===== config.mk =====
export PLATFORM = sky130hd
export DESIGN_NAME = fb_plot_receiver_flat
export DESIGN_NICKNAME = d
export VERILOG_FILES = /design/src/rtl/fb_plot_if.sv /design/src/rtl/fb_plot_receiver.sv /design/src/flat_wrapper.sv
export SDC_FILE = /design/constraint.sdc
export NUM_CORES = 1
export LEC_CHECK = 0
export ABC_AREA = 0
export CORE_MARGIN = 3
export CORE_UTILIZATION = 40
export CTS_CLUSTER_DIAMETER = 100
export DETAILED_ROUTE_END_ITERATION = 16
export PLACE_DENSITY_LB_ADDON = 0.3
export SETUP_SLACK_MARGIN = 0.02
export SYNTH_ARGS = -nofsm -noshare
export SYNTH_HDL_FRONTEND = slang
export SYNTH_SLANG_ARGS = --single-unit

===== constraint.sdc =====
create_clock -name clk -period 3.4 [get_ports clk]
set_input_delay 0.51 -clock clk [delete_from_list [all_inputs] [get_ports clk]]
set_output_delay 0.51 -clock clk [all_outputs]
set_load 0.02 [all_outputs]

===== src/rtl/fb_plot_if.sv =====
// Pixel plot request channel between the game datapath (master) and the
// framebuffer plot receiver (slave).
interface fb_plot_if;
  logic       plot;
  logic [7:0] x;
  logic [6:0] y;
  logic [2:0] colour;
  logic       plot_ready;

  modport master (output plot, x, y, colour, input plot_ready);
  modport slave  (input plot, x, y, colour, output plot_ready);
endinterface


===== src/rtl/fb_plot_receiver.sv =====
// Plot receiver: buffers plot requests, clips off-screen pixels, converts
// (x,y) to a linear address and drives the framebuffer write port; also clears the screen.
module fb_plot_receiver #(
  parameter int         H_RES        = 160,
  parameter int         V_RES        = 120,
  parameter int         FIFO_DEPTH   = 4,
  parameter int         ADDR_W       = 15,
  parameter logic [2:0] CLEAR_COLOUR = 3'b000
) (
  input  logic              clk,
  input  logic              reset,
  fb_plot_if.slave          req,
  input  logic              clear,
  output logic              busy,
  output logic              clear_done,
  output logic [7:0]        drop_count,
  output logic [ADDR_W-1:0] mem_addr,
  output logic [2:0]        mem_data,
  output logic              mem_we
);

  localparam int                PTR_W     = $clog2(FIFO_DEPTH);
  localparam logic [8:0]        X_LIM     = 9'(H_RES);
  localparam logic [7:0]        Y_LIM     = 8'(V_RES);
  localparam logic [ADDR_W-1:0] LAST_ADDR = ADDR_W'(H_RES * V_RES - 1);

  typedef enum logic [1:0] {IDLE, DRAIN, CLEAR, DONE} state_t;

  state_t state_reg, state_next;

  logic [ADDR_W-1:0] fifo_addr [FIFO_DEPTH];
  logic [2:0]        fifo_data [FIFO_DEPTH];
  logic [PTR_W-1:0]  wr_ptr_reg, rd_ptr_reg;
  logic [PTR_W:0]    count_reg;

  logic              ready_en_reg;
  logic              clear_pending_reg;
  logic [7:0]        drop_count_reg;
  logic [ADDR_W-1:0] clr_cnt_reg;
  logic              stg_valid_reg;
  logic [ADDR_W-1:0] stg_addr_reg;
  logic [2:0]        stg_data_reg;
  logic              mem_we_reg;
  logic [ADDR_W-1:0] mem_addr_reg;
  logic [2:0]        mem_data_reg;
  logic              clear_done_reg;

  logic              fifo_full, fifo_empty;
  logic              accept, clipped, push, pop, clear_wr, clear_take;
  logic [ADDR_W-1:0] push_addr;

  assign fifo_full  = (count_reg == (PTR_W+1)'(FIFO_DEPTH));
  assign fifo_empty = (count_reg == '0);
  assign clipped    = ({1'b0, req.x} >= X_LIM) || ({1'b0, req.y} >= Y_LIM);
  assign accept     = req.plot && req.plot_ready;
  assign push       = accept && !clipped;

  // 160 = 128 + 32, so the default screen needs no multiplier.
  generate
    if (H_RES == 160) begin : g_shift_add
      assign push_addr = (ADDR_W'(req.y) << 7) + (ADDR_W'(req.y) << 5) + ADDR_W'(req.x);
    end else begin : g_mult
      assign push_addr = ADDR_W'(req.y) * ADDR_W'(H_RES) + ADDR_W'(req.x);
    end
  endgenerate

  always_ff @(posedge clk or posedge reset) begin
    if (reset) state_reg <= IDLE;
    else       state_reg <= state_next;
  end

  always_comb begin
    state_next = state_reg;
    case (state_reg)
      IDLE:    if (clear) state_next = DRAIN;
      DRAIN:   if (fifo_empty) state_next = CLEAR;
      CLEAR:   if (clr_cnt_reg == LAST_ADDR) state_next = DONE;
      DONE:    state_next = IDLE;
      default: state_next = IDLE;
    endcase
  end

  always_comb begin
    req.plot_ready = ready_en_reg && !fifo_full && !clear_pending_reg && (state_reg != CLEAR);
    pop            = ((state_reg == IDLE) || (state_reg == DRAIN)) && !fifo_empty;
    clear_wr       = (state_reg == CLEAR);
    clear_take     = (state_reg == IDLE) && clear;
    busy           = !fifo_empty || clear_pending_reg || (state_reg != IDLE)
                     || stg_valid_reg || mem_we_reg;
  end

  // Storage and registered read have no reset so they map onto RAM.
  always_ff @(posedge clk) begin
    if (push) begin
      fifo_addr[wr_ptr_reg] <= push_addr;
      fifo_data[wr_ptr_reg] <= req.colour;
    end
    if (pop) begin
      stg_addr_reg <= fifo_addr[rd_ptr_reg];
      stg_data_reg <= fifo_data[rd_ptr_reg];
    end else if (clear_wr) begin
      stg_addr_reg <= clr_cnt_reg;
      stg_data_reg <= CLEAR_COLOUR;
    end
  end

  always_ff @(posedge clk or posedge reset) begin
    if (reset) begin
      ready_en_reg      <= 1'b0;
      wr_ptr_reg        <= '0;
      rd_ptr_reg        <= '0;
      count_reg         <= '0;
      clear_pending_reg <= 1'b0;
      drop_count_reg    <= '0;
      clr_cnt_reg       <= '0;
      stg_valid_reg     <= 1'b0;
      mem_we_reg        <= 1'b0;
      mem_addr_reg      <= '0;
      mem_data_reg      <= '0;
      clear_done_reg    <= 1'b0;
    end else begin
      ready_en_reg <= 1'b1;
      if (push) wr_ptr_reg <= wr_ptr_reg + PTR_W'(1);
      if (pop)  rd_ptr_reg <= rd_ptr_reg + PTR_W'(1);
      case ({push, pop})
        2'b10:   count_reg <= count_reg + (PTR_W+1)'(1);
        2'b01:   count_reg <= count_reg - (PTR_W+1)'(1);
        default: count_reg <= count_reg;
      endcase
      if (accept && clipped && (drop_count_reg != 8'hFF))
        drop_count_reg <= drop_count_reg + 8'd1;
      if (clear_take)
        clear_pending_reg <= 1'b1;
      else if (state_reg == DONE)
        clear_pending_reg <= 1'b0;
      if (state_reg == DRAIN)
        clr_cnt_reg <= '0;
      else if (clear_wr)
        clr_cnt_reg <= clr_cnt_reg + ADDR_W'(1);
      // Pop and clear writes share one pipeline, so write order is preserved.
      stg_valid_reg <= pop || clear_wr;
      mem_we_reg    <= stg_valid_reg;
      if (stg_valid_reg) begin
        mem_addr_reg <= stg_addr_reg;
        mem_data_reg <= stg_data_reg;
      end
      clear_done_reg <= (state_reg == DONE);
    end
  end

  assign clear_done = clear_done_reg;
  assign drop_count = drop_count_reg;
  assign mem_addr   = mem_addr_reg;
  assign mem_data   = mem_data_reg;
  assign mem_we     = mem_we_reg;

endmodule


===== src/flat_wrapper.sv =====
// flat-port wrapper written by rule: the top's interface ports become plain ports
module fb_plot_receiver_flat 
#(
  parameter int         H_RES        = 160,
  parameter int         V_RES        = 120,
  parameter int         FIFO_DEPTH   = 4,
  parameter int         ADDR_W       = 15,
  parameter logic [2:0] CLEAR_COLOUR = 3'b000
)
  (clk, reset, clear, busy, clear_done, drop_count, mem_addr, mem_data, mem_we, req_plot, req_x, req_y, req_colour, req_plot_ready);
  fb_plot_if req_i ();
  input  logic clk;
  input  logic reset;
  input  logic clear;
  output logic busy;
  output logic clear_done;
  output logic [7:0] drop_count;
  output logic [ADDR_W-1:0] mem_addr;
  output logic [2:0] mem_data;
  output logic mem_we;
  input wire logic [$bits(req_i.plot)-1:0] req_plot;
  input wire logic [$bits(req_i.x)-1:0] req_x;
  input wire logic [$bits(req_i.y)-1:0] req_y;
  input wire logic [$bits(req_i.colour)-1:0] req_colour;
  output wire logic [$bits(req_i.plot_ready)-1:0] req_plot_ready;
  assign req_i.plot = req_plot;
  assign req_i.x = req_x;
  assign req_i.y = req_y;
  assign req_i.colour = req_colour;
  assign req_plot_ready = req_i.plot_ready;
  fb_plot_receiver #(.H_RES(H_RES), .V_RES(V_RES), .FIFO_DEPTH(FIFO_DEPTH), .ADDR_W(ADDR_W), .CLEAR_COLOUR(CLEAR_COLOUR)) u_core (.clk(clk), .reset(reset), .req(req_i), .clear(clear), .busy(busy), .clear_done(clear_done), .drop_count(drop_count), .mem_addr(mem_addr), .mem_data(mem_data), .mem_we(mem_we));
endmodule

# Word level (Yosys, flattened, before mapping)
# Memory sizes are Yosys's and may differ from the RTL's.
# Cells that the tools add are included.
# totals
ff_bits,73
ramBits,72
input_bits,22
output_inout_bits,30
wordCells,82
mem_count,2
# classes
n_addsub,8
magnitude_cmp,2
n_eq_ne,12
n_mux,15
n_reduce_logical,28
# memory_table
memory,depth,word_bits,rd,rd_ports_with_merged_regs,write_ports,line,text
u_core.fifo_addr,4,15,1,0,1,fb_plot_receiver.sv:31,logic [ADDR_W-1:0] fifo_addr [FIFO_DEPTH];
u_core.fifo_data,4,3,1,0,1,fb_plot_receiver.sv:32,logic [2:0] fifo_data [FIFO_DEPTH];
# op_table
cell,n
$mux W15,4
$add A14 B12 Y15,1
$add A15 B1 Y15 const B,1
$add A15 B8 Y15,1
$eq A15 B15 Y1 const B,1
$reduce_bool A2 Y1,5
$logic_and A1 B1 Y1,9
$add A8 B1 Y8 const B,1
$ge A8 B8 Y1 const B,1
$ne A8 B8 Y1 const B,1
$pmux W2 S4,1
$ge A7 B7 Y1 const B,1
$logic_or A1 B1 Y1,7
$eq A2 B2 Y1 const B,3
$mux W2,3
$mux W3,2
$ne A2 B2 Y1 const B,3
$pmux W3 S2,1
$add A2 B1 Y2 const B,2
$eq A2 B1 Y1 const B,2
$logic_not A1 Y1,4
$mux W1,4
$add A3 B1 Y3 const B,1
$eq A3 B3 Y1 const B,1
other kinds (5),5

# Longest topological paths before layout
# Gate-level depths: netlist of the first run.
# depth
word_depth,9
ltp_mapped,12
depth_no_buf,11

# Worst setup path before layout of the first run
# No wires, ideal clock.
# synth_path
kind,register to register
from,register u_core.state_reg[0]
to,register u_core.count_reg[2]
setup_time_ns,0.125
arrival_time_ns,2.584
required_ns,3.275
setup_slack_ns,0.691
path_stages_with_launch,13
n_path_buf,1
period_less_slack_ns,2.709
cell_sequence,dfrtp_1 > inv_1 > ha_1 > a2111oi_2 > and4_1 > buf_4 > inv_1 > ha_1 > inv_1 > fa_1 > xor2_1 > nor2_1 > xor2_1
# synth_between
elab_chain_len,6
elab_cells_between_ends,12
classes_between,4 x eq/ne; 1 x mux; 7 x reduce/logical
# synth_rtl
element,line,text
"start, declared",fb_plot_receiver.sv:29,"state_t state_reg, state_next;"
"start signal, assigned",fb_plot_receiver.sv:69,else state_reg <= state_next;
$ne A2 B2 Y1 (*),fb_plot_receiver.sv:84,req.plot_ready = ready_en_reg && !fifo_full && !clear_pending_reg && (state_reg != CLEAR);
$logic_and A1 B1 Y1 (*),fb_plot_receiver.sv:84,
net req_plot_ready,flat_wrapper.sv:25,output wire logic [$bits(req_i.plot_ready)-1:0] req_plot_ready;
$logic_and A1 B1 Y1 (*),fb_plot_receiver.sv:55,assign accept = req.plot && req.plot_ready;
$logic_and A1 B1 Y1 (*),fb_plot_receiver.sv:56,assign push = accept && !clipped;
$eq A2 B1 Y1 or $eq A2 B2 Y1 (tied branches),fb_plot_receiver.sv:125,"case ({push, pop})"
$pmux W3 S2 or $reduce_bool A2 Y1 (tied branches),--,
"end signal, assigned",fb_plot_receiver.sv:126,2'b10: count_reg <= count_reg + (PTR_W+1)'(1);
"end signal, assigned",fb_plot_receiver.sv:127,2'b01: count_reg <= count_reg - (PTR_W+1)'(1);
"end signal, assigned",fb_plot_receiver.sv:128,default: count_reg <= count_reg;
"end, declared",fb_plot_receiver.sv:34,logic [PTR_W:0] count_reg;
# Mark *: on every way through the listed nets, which the timed path passes. The rest lies on a longest branch.
# A chain may end at the register's enable or synchronous reset.

# Worst setup path after layout of the first run
# layout_path
from,register u_core.state_reg[0]
to,output req_plot_ready
# layout_between
elab_chain_len,2
# layout_rtl
element,line
$ne A2 B2 Y1,fb_plot_receiver.sv:84
$logic_and A1 B1 Y1,fb_plot_receiver.sv:84
"end, declared",flat_wrapper.sv:25
# No other way between the ends.

==> results.sh, run 1 <==
export IMPL_status="finished clean"
export IMPL_postSynth_asyncResetShare_pct=37.93
export IMPL_start_util_pct=41.61
export IMPL_gp_congestion=0.7862
export IMPL_cts_setup_buffers=0
export IMPL_htreeDepth=4
export IMPL_clk_pin_slew_ps=60
export IMPL_largest_register_ffs=60
export IMPL_fp_row_count=45
export IMPL_cts_hold_buffers_added=0
export IMPL_grt_ovfl_total=0
export IMPL_crit_path_start_kind="flop"
export IMPL_root_buffer="clkbuf_16"
export IMPL_grt_pass1_wl_um=19620
export IMPL_p_total_w=0.004009
export IMPL_setup_tns_ps=0
export IMPL_nNetsFinal=531
export IMPL_synth_warnings=0
export IMPL_tightest_slew_ps=947.8
export IMPL_viasPerCell=5.072
export IMPL_port_buffers=51
export IMPL_firstDrtPassIters=4
export IMPL_synth_edf_count=90
export IMPL_area_growth_pct=21.66
export IMPL_routed_wl_um=11630
export IMPL_setup_viol=0
export IMPL_ioPinCount=52
export IMPL_drive_gt1_share_pct=19.88
export IMPL_synth_cells=416
export IMPL_worstSkewPairLatency_ps=410
export IMPL_ys_ff_latch=145
export IMPL_hold_viol_final=0
export IMPL_cts_max_path_buffers=2
export IMPL_yosysUniqueCellTypes=50
export IMPL_synth_ff_type="edfxtp_1"
export IMPL_regMostFlops="u_core.fifo_addr"
export IMPL_post_cts_resized=0
export IMPL_numCtsBuffers=17
export IMPL_dpl_hpwl_um=7884
export IMPL_fin_crit_sh_pct=88.87
export IMPL_cts_tree="yes"
export IMPL_design_area_mm2=0.007809
export IMPL_slew_limit_headroom_pct=36.81
export IMPL_ant_nets=0
export IMPL_syn_area_per_cell_um2=15.43
export IMPL_critical_path_max_stage_delay_ps=710
export IMPL_grt_max_degree=38
export IMPL_slowest_stage="clkdlybuf4s50_1"
export IMPL_finalCriticalPeriod_ps=3021
export IMPL_vdd_drop_max_mv=0.3476
export IMPL_cap_violations=0
export IMPL_die_area_mm2=0.01760
export IMPL_track_usage_pct=14.37
export IMPL_antenna_cells=0
export IMPL_fmax_mhz=331.0
export IMPL_placedInstanceArea_mm2=0.007187
export IMPL_syn_area_mm2=0.006419
export IMPL_rsz0062_at_grt="no"
export IMPL_grt_pass1_vias=3735
export IMPL_whs_ps=406.9
export IMPL_wl_per_cell_um=16.52
export IMPL_min_path_type="input port to async pin"
export IMPL_powerDensity_mw_per_mm2=513.4
export IMPL_synth_nets=466
export IMPL_endpoint_kind="output port"
export IMPL_worstPathCellList="inv_1 > ha_1 > a2111oi_2 > clkdlybuf4s50_1"
export IMPL_clock_sinks=145
export IMPL_cp_required_ps=2890
export IMPL_finalClockSkew_ps=4.994
export IMPL_first_iter_violations=173
export IMPL_antenna_found_initial=0
export IMPL_core_mm2=0.01543
export IMPL_drv_slew=0
export IMPL_chipWidth_um=132.7
export IMPL_die_y_um=132.7
export IMPL_vias=3571
export IMPL_path_class="flop to output port"
export IMPL_yosysSeqAreaShare_pct=63.55
export IMPL_cp_arrival_ps=2510
export IMPL_p_leak_nw=3.062
export IMPL_cp_max_fo=7
export IMPL_drc_errors=0
-- metal layers --
metal  share of wire [%]  GRT usage, %  wire length (µm)  vias to the layer above
met4                 1.5         6.293               178                        0
met3                 3.8         3.612               444                       13
met2                  51         23.43              5882                       64
met5                   0             0                 0                        -
met1                  44         18.29              5127                     1797
li1                    -             -                 -                     1697
-- stage by stage --
| step | cells | setup slack [ps] | util (%) |
|---|---|---|---|
| final | 704 | 378.6 | 50.62 |
| after detailed placement | 673 | 362.5 | 46.59 |
| after global routing | 704 | 207.5 | 50.62 |
| after global placement | 673 | 428.8 | 46.59 |
| after CTS | 704 | 392.7 | 50.62 |
| after floorplan | 416 | 691.0 | - |
-- cell families after synthesis --
| logic type | Yosys count | share of synthesized area (%) |
|---|---|---|
| buffers and inverters | 35 | 2.261 |
| XOR/XNOR | 21 | 2.866 |
| flip-flops | 145 | 63.55 |
| adder cells (fa/ha/maj) | 28 | 5.809 |
| multiplexers | 61 | 13.78 |
| AO/OA/AOI/OAI | 35 | 3.704 |
| AND/OR/NAND/NOR | 90 | 7.973 |
| other | 1 | 0.05842 |
-- synthesized netlist by cell type, drive strengths merged, types with 2 or more instances --
cell type / number / area (µm²)
edfxtp: 90 / 2703
dfrtp: 55 / 1376
mux2: 39 / 439.2
ha: 25 / 312.8
inv: 23 / 86.33
mux4: 18 / 405.4
nor2: 15 / 56.30
nand2: 13 / 48.80
xnor2: 12 / 105.1
o21ai: 11 / 58.81
buf: 10 / 51.30
xor2: 9 / 78.83
a21oi: 8 / 40.04
and2: 8 / 50.05
nand3: 8 / 40.04
nor3: 8 / 40.04
nand4: 7 / 43.79
nand2b: 5 / 31.28
nor4: 5 / 43.79
and4: 4 / 35.03
mux2i: 4 / 40.04
or3: 4 / 25.02
fa: 3 / 60.06
nor2b: 3 / 18.77
nor3b: 3 / 22.52
o211ai: 3 / 22.52
o2bb2ai: 3 / 26.28
and3: 2 / 12.51
clkbuf: 2 / 7.510
or4: 2 / 15.01
-- power breakdown --
group          internal [W]  total (W)  leakage (nW)  switching (W)
combinational     0.0000638   0.000151          1.20      0.0000873
sequential          0.00190    0.00190          1.55    0.000000326
clock               0.00129    0.00196         0.310       0.000674
total               0.00325    0.00401          3.06       0.000761
-- path summary, 6_finish.rpt --
path / from / end / cells after the start / slack [ps]
min in group clk: u_core.stg_data_reg[0] / u_core.mem_data[0] / 1 / 470
max in group asynchronous: reset / u_core.mem_addr[0] / 3 / 2160
worst min register to register: u_core.stg_data_reg[0] / u_core.mem_data[0] / 1 / 470
worst max register to register: u_core.state_reg[0] / u_core.count_reg[2] / 11 / 590
worst min-delay path: reset / u_core.drop_count[5] / 2 / 410
worst max-delay path: u_core.state_reg[0] / req_plot_ready / 4 / 380
-- cell type report --
class,count,area (µm²)
multi-input cells,236,2195
flip-flops and latches,145,4079
well taps,211,264.0
clock inverters,13,192.7
clock buffers,18,429.2
fillers,1302,7619
inverters,23,86.33
repair buffers,58,563.0
-- cell usage in the layout (no fill, tap or decap), types with 2 or more instances in the layout --
| cell | netlist | routed |
|---|---|---|
| edfxtp_1 | 90 | 90 |
| dfrtp_1 | 55 | 55 |
| clkdlybuf4s50_1 | 0 | 51 |
| mux2_2 | 38 | 38 |
| ha_1 | 25 | 25 |
| inv_1 | 22 | 21 |
| mux4_2 | 18 | 18 |
| clkbuf_16 | 0 | 17 |
| nor2_1 | 15 | 15 |
| nand2_1 | 13 | 13 |
| xnor2_1 | 12 | 12 |
| o21ai_0 | 10 | 10 |
| xor2_1 | 9 | 9 |
| nand3_1 | 8 | 8 |
| and2_1 | 8 | 8 |
| a21oi_1 | 8 | 8 |
| nor3_1 | 8 | 8 |
| nand4_1 | 7 | 7 |
| buf_4 | 1 | 7 |
| clkinv_2 | 0 | 6 |
| nand2b_1 | 5 | 5 |
| bufinv_16 | 0 | 5 |
| or3_1 | 4 | 4 |
| and4_1 | 4 | 4 |
| mux2i_1 | 4 | 4 |
| nor4_1 | 3 | 3 |
| nor2b_1 | 3 | 3 |
| nor3b_1 | 3 | 3 |
| o211ai_1 | 3 | 3 |
| o2bb2ai_1 | 3 | 3 |
| fa_1 | 3 | 3 |
| and3_1 | 2 | 2 |
| nor4_2 | 2 | 2 |
| inv_2 | 1 | 2 |
| or4_1 | 2 | 2 |
-- worst max-delay path: cells and delay by family, from the launching register on --
family,cells,cell delay (ps)
buf+inv,2,810
flops,1,420
fa+ha+maj,1,290
compound gates,1,580
Note: power is estimated with default switching activity, not from simulation.
==> run 2: changes to the inputs <==
CAP_MARGIN = 5   (was not set)
GPL_TIMING_DRIVEN = 0   (was not set)
==> results.sh, run 2 (synthesized netlist as in run 1, its figures left out) <==
export IMPL_path_class="flop to output port"
export IMPL_vias=3639
export IMPL_r2r_end="u_core.fifo_addr[3][7]"
export IMPL_track_usage_pct=14.57
export IMPL_r2r_setup_slack_ps=540
export IMPL_cp_required_ps=2890
export IMPL_htreeDepth=4
export IMPL_fp_row_count=45
export IMPL_worstHoldPathCells=0
export IMPL_die_area_mm2=0.01760
export IMPL_ioPinCount=52
export IMPL_firstDrtPassIters=4
export IMPL_design_area_mm2=0.007787
export IMPL_placedInstanceArea_mm2=0.007213
export IMPL_p_total_w=0.003884
export IMPL_min_from="u_core.stg_valid_reg"
export IMPL_rsz0062_at_grt="no"
export IMPL_worstPathCellList="inv_1 > ha_1 > a2111oi_2 > clkdlybuf4s50_1"
export IMPL_power_frac_clock_pct=47.1
export IMPL_nNetsFinal=537
export IMPL_cp_arrival_ps=2390
export IMPL_min_path_type="flop to flop"
export IMPL_regMostFlops="u_core.fifo_addr"
export IMPL_cts_tree="yes"
export IMPL_cp_max_fo=7
export IMPL_largest_register_ffs=60
export IMPL_clock_sinks=145
export IMPL_cts_hold_buffers_added=0
export IMPL_tightest_slew_ps=1036
export IMPL_antenna_found_initial=0
export IMPL_endpoint_kind="output port"
export IMPL_antenna_cells=0
export IMPL_drive_gt1_share_pct=19.20
export IMPL_drv_slew=0
export IMPL_p_int_w=0.003127
export IMPL_die_y_um=132.7
export IMPL_swShare_pct=19.49
export IMPL_multiInputGateArea_mm2=0.002195
export IMPL_dpl_hpwl_um=8036
export IMPL_area_growth_pct=21.33
export IMPL_setup_tns_ps=0
export IMPL_vdd_drop_max_mv=0.3779
export IMPL_cap_violations=0
export IMPL_chipWidth_um=132.7
export IMPL_root_buffer="clkbuf_16"
export IMPL_cts_max_path_buffers=2
export IMPL_gp_congestion=0.7704
export IMPL_combPwrFrac_pct=4.1
export IMPL_ant_nets=0
export IMPL_final_common_cell="edfxtp_1"
export IMPL_fin_crit_sh_pct=85.24
export IMPL_critical_path_max_stage_delay_ps=690
export IMPL_first_iter_violations=299
export IMPL_cpLargestDelayFamily="buffers and inverters"
export IMPL_grt_pass1_vias=3723
export IMPL_reg2reg_depth=6
export IMPL_core_mm2=0.01543
export IMPL_drc_errors=0
export IMPL_cts_setup_buffers=0
export IMPL_power_switching_w=0.0007568
export IMPL_viasPerCell=5.118
export IMPL_p_leak_nw=3.053
export IMPL_finalClockSkew_ps=6.508
export IMPL_worstSkewPairLatency_ps=420
export IMPL_setup_viol=0
export IMPL_hold_viol_final=0
export IMPL_rr_startpoint="u_core.state_reg[0]"
export IMPL_grt_ovfl_total=0
export IMPL_grt_pass1_wl_um=19830
export IMPL_fmax_mhz=345.1
export IMPL_numCtsBuffers=17
export IMPL_finalCriticalPeriod_ps=2898
export IMPL_crit_path_start_kind="flop"
export IMPL_routed_wl_um=11940
export IMPL_status="finished clean"
export IMPL_port_buffers=51
export IMPL_slew_limit_headroom_pct=30.91
export IMPL_clk_pin_slew_ps=60
export IMPL_powerDensity_mw_per_mm2=498.7
export IMPL_wl_per_cell_um=16.80
export IMPL_power_frac_seq_pct=48.9
export IMPL_hold_end="u_core.mem_we"
export IMPL_grt_max_degree=39
export IMPL_slowest_stage="clkdlybuf4s50_1"
export IMPL_seq_area_mm2=0.004079
export IMPL_post_cts_resized=0
export IMPL_layout_common_cells="edfxtp_1, dfrtp_1, clkdlybuf4s50_1"
export IMPL_fill_cells=1313
export IMPL_cp_num_buf_inv=2
export IMPL_start_util_pct=41.61
## run 2: changes by cell type in the layout (fill, tap and decap cells not counted)
cell / previous run / this run
buf_2: 0 / 8
clkinv_2: 6 / 3
clkbuf_1: 1 / 8
clkbuf_8: 0 / 1
clkinv_4: 1 / 0
buf_4: 7 / 1
clkinv_1: 1 / 2
bufinv_16: 5 / 3
buf_12: 0 / 1
buf_1: 0 / 1
## run 2: area by class of cell
type | count | share of cell area (%)
multi-input combinational | 236 | 28.18
sequential | 145 | 52.38
timing repair buffer | 52 | 6.812
clock buffer | 24 | 5.929
clock inverter | 8 | 1.446
buffer | 12 | 0.7551
inverter | 23 | 1.109
tap | 211 | 3.390
## run 2: how the worst max path moves through the flow
stage / from / end / slack (ps) / cells past startpoint
global placement: req_x[6] / u_core.fifo_addr[1][1] / 250 / 5
CTS: u_core.state_reg[0] / u_core.fifo_addr[3][2] / 480 / 6
detailed placement: req_x[6] / u_core.fifo_addr[3][1] / 230 / 5
floorplan: u_core.state_reg[0] / u_core.count_reg[2] / 690 / 12
finish: u_core.state_reg[0] / req_plot_ready / 500 / 4
global route: u_core.state_reg[0] / u_core.fifo_addr[1][11] / 340 / 6
## run 2: stage by stage
| stage | hold WS, ps | worst slack (ps) | std cells | util [%] |
|---|---|---|---|---|
| final | 370.6 | 502.0 | 711 | 50.48 |
| after global routing | 377.0 | 337.4 | 711 | 50.48 |
| after CTS | 369.0 | 479.0 | 711 | 50.48 |
| after detailed placement | 356.4 | 234.2 | 679 | 46.76 |
| after global placement | 351.1 | 245.5 | 678 | 46.63 |
| after floorplan | 348.7 | 691.0 | 416 | - |
## run 2: layer usage
layer / global-route usage (%) / share of wire (%) / up-vias
li1: - / - / 1715
met1: 18.93 / 44 / 1846
met2: 23.65 / 50 / 61
met3: 3.156 / 3.5 / 17
met4: 6.467 / 2.0 / 0
met5: 0 / 0 / -
## run 2: power groups by stage
stage | Clock, W | Sequential, W | Combinational (W)
final | 0.00183 | 0.00190 | 0.000157
after global routing | 0.00193 | 0.00190 | 0.000178
after CTS | 0.00186 | 0.00190 | 0.000158
after detailed placement | 0 | 0.00193 | 0.000157
after global placement | 0 | 0.00193 | 0.000146
after floorplan | 0 | 0.00193 | 0.0000920
